File: src/rtl/sync_filter.sv
// Multi-channel synchronizer with per-channel stability filter and optional edge pulses.
// Define SYNC_FILTER_EDGE_EN to build the rise/fall registers; otherwise they are tied low.
module sync_filter #(
    parameter int unsigned          WIDTH         = 1,
    parameter int unsigned          STAGES        = 2,
    parameter int unsigned          FILTER_CYCLES = 4,
    parameter logic [WIDTH-1:0]     RESET_VALUE   = '0
) (
    input  logic             dest_clk,
    input  logic             rst_n,
    input  logic [WIDTH-1:0] din,
    output logic [WIDTH-1:0] dout,
    output logic [WIDTH-1:0] rise,
    output logic [WIDTH-1:0] fall
);

    localparam int unsigned CntW = (FILTER_CYCLES > 1) ? $clog2(FILTER_CYCLES) : 1;
    localparam logic [CntW-1:0] CntMax = CntW'(FILTER_CYCLES - 1);

    if (STAGES < 2) begin : g_bad_stages
        $error("sync_filter: STAGES must be >= 2");
    end
    if (FILTER_CYCLES < 1) begin : g_bad_filter
        $error("sync_filter: FILTER_CYCLES must be >= 1");
    end
    if (WIDTH < 1) begin : g_bad_width
        $error("sync_filter: WIDTH must be >= 1");
    end

    for (genvar i = 0; i < WIDTH; i++) begin : g_ch
        // Declaration initializers give the reset state at FPGA power-up.
        (* ASYNC_REG = "TRUE" *) logic [STAGES-1:0] sync_q = {STAGES{RESET_VALUE[i]}};
        logic [CntW-1:0] cnt_q  = '0;
        logic [CntW-1:0] cnt_d;
        logic            dout_q = RESET_VALUE[i];
        logic            dout_d;
        logic            s;

        assign s = sync_q[STAGES-1];

        always_comb begin
            cnt_d  = cnt_q;
            dout_d = dout_q;
            if (s == dout_q) begin
                cnt_d = '0;
            end else if (cnt_q == CntMax) begin
                dout_d = s;
                cnt_d  = '0;
            end else begin
                cnt_d = cnt_q + 1'b1;
            end
        end

        always_ff @(posedge dest_clk) begin
            if (!rst_n) begin
                sync_q <= {STAGES{RESET_VALUE[i]}};
                cnt_q  <= '0;
                dout_q <= RESET_VALUE[i];
            end else begin
                sync_q <= {sync_q[STAGES-2:0], din[i]};
                cnt_q  <= cnt_d;
                dout_q <= dout_d;
            end
        end

        assign dout[i] = dout_q;

`ifdef SYNC_FILTER_EDGE_EN
        logic rise_q = 1'b0;
        logic fall_q = 1'b0;

        // Pulses are registered on the same edge that moves dout, so they align with it.
        always_ff @(posedge dest_clk) begin
            if (!rst_n) begin
                rise_q <= 1'b0;
                fall_q <= 1'b0;
            end else begin
                rise_q <= ~dout_q & dout_d;
                fall_q <= dout_q & ~dout_d;
            end
        end

        assign rise[i] = rise_q;
        assign fall[i] = fall_q;
`else
        assign rise[i] = 1'b0;
        assign fall[i] = 1'b0;
`endif
    end

endmodule
File: config.mk
export PLATFORM = sky130hd
export DESIGN_NAME = sync_filter
export DESIGN_NICKNAME = d
export VERILOG_FILES = /design/src/rtl/sync_filter.sv
export SDC_FILE = /design/constraint.sdc
export NUM_CORES = 1
export LEC_CHECK = 0
export CAP_MARGIN = 5
export CORE_AREA = 2 2 39 41
export CTS_CLUSTER_DIAMETER = 50
export CTS_CLUSTER_SIZE = 16
export DETAILED_ROUTE_END_ITERATION = 10
export DIE_AREA = 0 0 41 43
export MAX_ROUTING_LAYER = met4
export SLEW_MARGIN = 20
export SYNTH_ARGS = -nofsm -noshare
export SYNTH_HDL_FRONTEND = slang
export SYNTH_SLANG_ARGS = --single-unit
File: constraint.sdc
create_clock -name dest_clk -period 1.2 [get_ports dest_clk]
set_clock_uncertainty 0.05 [all_clocks]
set_input_delay 0.12 -clock dest_clk [delete_from_list [all_inputs] [get_ports dest_clk]]
set_output_delay 0.12 -clock dest_clk [all_outputs]
set_load 0.01 [all_outputs]
==> reports/summary.txt <==
R2R cell count - 2
Top Usage Layer GRT - met4
WP data required - 1.03 ns
Worst Hold End - g_ch[0].sync_q[1]
hold path start - g_ch[0].sync_q[0]
Setup Buffers After CTS - 0
setup ws final - 0.147 ns
reg2reg setup slack - 0.20 ns
routed vias - 130
Finished Core Util - 18.4%
routed len/inst - 7.58 µm
most frequent cells in the layout - dfxtp_1, clkbuf_4, and2_1, conb_1, clkdlybuf4s50_1
Power per Cell Area - 1510 nW/µm²
most common cell after layout, fill and taps aside - dfxtp_1
n_diodes - 0
critical path endpoint category - output pin
DRC viols - 0
kind of critical path - reg2out
vias per inst - 3.42
Core Region - 1380 µm²
Worst EP arrival - 0.88 ns
M2 GR Usage - 4.06%
R2R Path Start - g_ch[0].cnt_q[0]
Syn. warnings - 0
Final #Nets - 27
Hold Crit Depth - 1
max cap viols - 0
Yosys reg bits - 5
Die Y - 43 µm
hold buffers post-CTS - 0
Initial Util - 13.7%
FF-to-FF End - g_ch[0].cnt_q[0]
GRT Overall Usage - 4.43%
post-route minimum period - 1.05 ns
status - finished, final reports clean
hold crit path type - reg2reg
critical path's slowest cell - dfxtp_1
ratio of cells with drive above 1 in the final layout - 18.2%
Total Wirelength - 288 µm
CTS max path bufs - 2
final worst-path cycle share - 87.7%
CTS tree - built
nature of the critical path startpoint - register
sequential area share after synthesis - 52.6%
post_cts resized - 1
Worst-path clk slew - 0.04 ns
CP delay by family, top - flip-flops
initial antenna violation count - 0
Comb power frac - 4.2%
CP cell instances - dlygate4sd2_1
Die ar. - 1760 µm²
first-pass GRT wire length - 427 µm
Max Fanout on Critical Path - 3
unrepaired setup endpoints after global routing - false
Sw Ratio - 20.0%
grt met1 use - 3.87%
largest stage delay on the critical path - 0.36 ns
M3 GR Usage - 4.71%
Seq pwr share - 45.1%
Final ANT Viol Nets - 0
CTS Buf Count - 3
Mapped Area - 190 µm²
CP Buf/Inv Count - 1
Slew Limit Fails - 0
IO Count - 6
I/O Buffers - 3
Place WS - 0.123 ns
GR Overflow Total - 0
First DRT Iteration DRCs - 1
die width - 41 µm
P_int - 0.306 mW
Max IR drop VDD - 0.814 mV
Mapped Cells - 16
NetSw - 0.0764 mW
Fin Setup TNS - 0 ns
syn_area_per_cell - 11.9 µm²
pin count of the biggest net entering global routing - 6
htree depth - 1
final setup fails - 0
Detailed Routing Iterations Pass 1 - 3
clock latency at the later pin of the worst-skew pair - 0.24 ns
leakage - 0.103 nW
Clock Sinks - 5
vias in the first global route - 103
Rows - 14
routability cong. - 0.598
Final Hold Viols - 0
Synth-to-Final Area Change - 33.6%
Synth cell types - 10
Clk pwr share - 50.6%
root buffer cell - clkbuf_4
Max Freq - 950 MHz
sequential cells by signal, summed over array words and instances (netlist names):
| signal | count |
|---|---|
| g_ch.cnt_q | 2 |
| dout | 1 |
| g_ch.sync_q | 2 |
per-stage QoR:
| step | hold WS, ns | instance area [µm²] | instances | power [mW] |
|---|---|---|---|---|
| 2_1_floorplan | 0.192 | 194 | 17 | 0.188 |
| 5_1_grt | 0.391 | 254 | 38 | 0.405 |
| 3_5_place_dp | 0.372 | 229 | 34 | 0.192 |
| 3_3_place_gp | 0.364 | 229 | 34 | 0.191 |
| 6_report | 0.377 | 254 | 38 | 0.383 |
| 4_1_cts | 0.382 | 254 | 38 | 0.391 |
cell type report:
class | instances | area, µm²
multi-input cells | 10 | 78.8
repair buffers | 3 | 28.8
fillers | 153 | 1130
clock buffers | 4 | 26.3
well taps | 16 | 20.0
flip-flops and latches | 5 | 100
metal layers:
layer | vias to the layer above | wire (µm) | share of wire, %
li1 | 60 | - | -
met1 | 57 | 131 | 45
met2 | 8 | 102 | 35
met3 | 5 | 40 | 14
met4 | 0 | 14 | 4.9
met5 | - | 0 | 0
logic make-up (layout without fill, tap and decap cells):
logic type,count (synthesis),count (layout),synth area share (%)
flip-flops,5,5,52.6
adder cells (fa/ha/maj),1,1,6.58
XOR/XNOR,1,1,4.61
AND/OR/NAND/NOR,5,5,21.1
multiplexers,1,1,5.26
other,1,2,1.97
buffers and inverters,2,7,7.89
synth_stat cells, drive strengths merged:
library cell / count / area [µm²]
and2: 2 / 12.5
conb: 1 / 3.75
nor4b: 1 / 8.76
dfxtp: 5 / 100
and4bb: 1 / 12.5
buf: 2 / 15.0
mux2i: 1 / 10.0
nor2b: 1 / 6.26
ha: 1 / 12.5
xnor2: 1 / 8.76
power by group through the flow:
stage	Combinational (mW)	Clock [mW]	Sequential, mW
after global placement	0.0157	0	0.175
after detailed placement	0.0160	0	0.176
after CTS	0.0162	0.202	0.173
after global routing	0.0182	0.214	0.173
after floorplan	0.0127	0	0.175
final	0.0162	0.194	0.173
worst max path at each step:
stage | cells past startpoint | startpoint | slack, ns | to
6_report | 1 | dout | 0.15 | dout
3_5_place_dp | 1 | dout | 0.12 | dout
2_1_floorplan | 2 | dout | 0.27 | g_ch[0].cnt_q[1]
5_1_grt | 1 | dout | 0.11 | dout
3_3_place_gp | 1 | dout | 0.13 | dout
4_1_cts | 1 | dout | 0.13 | dout
(Power assumes the default switching activity.)
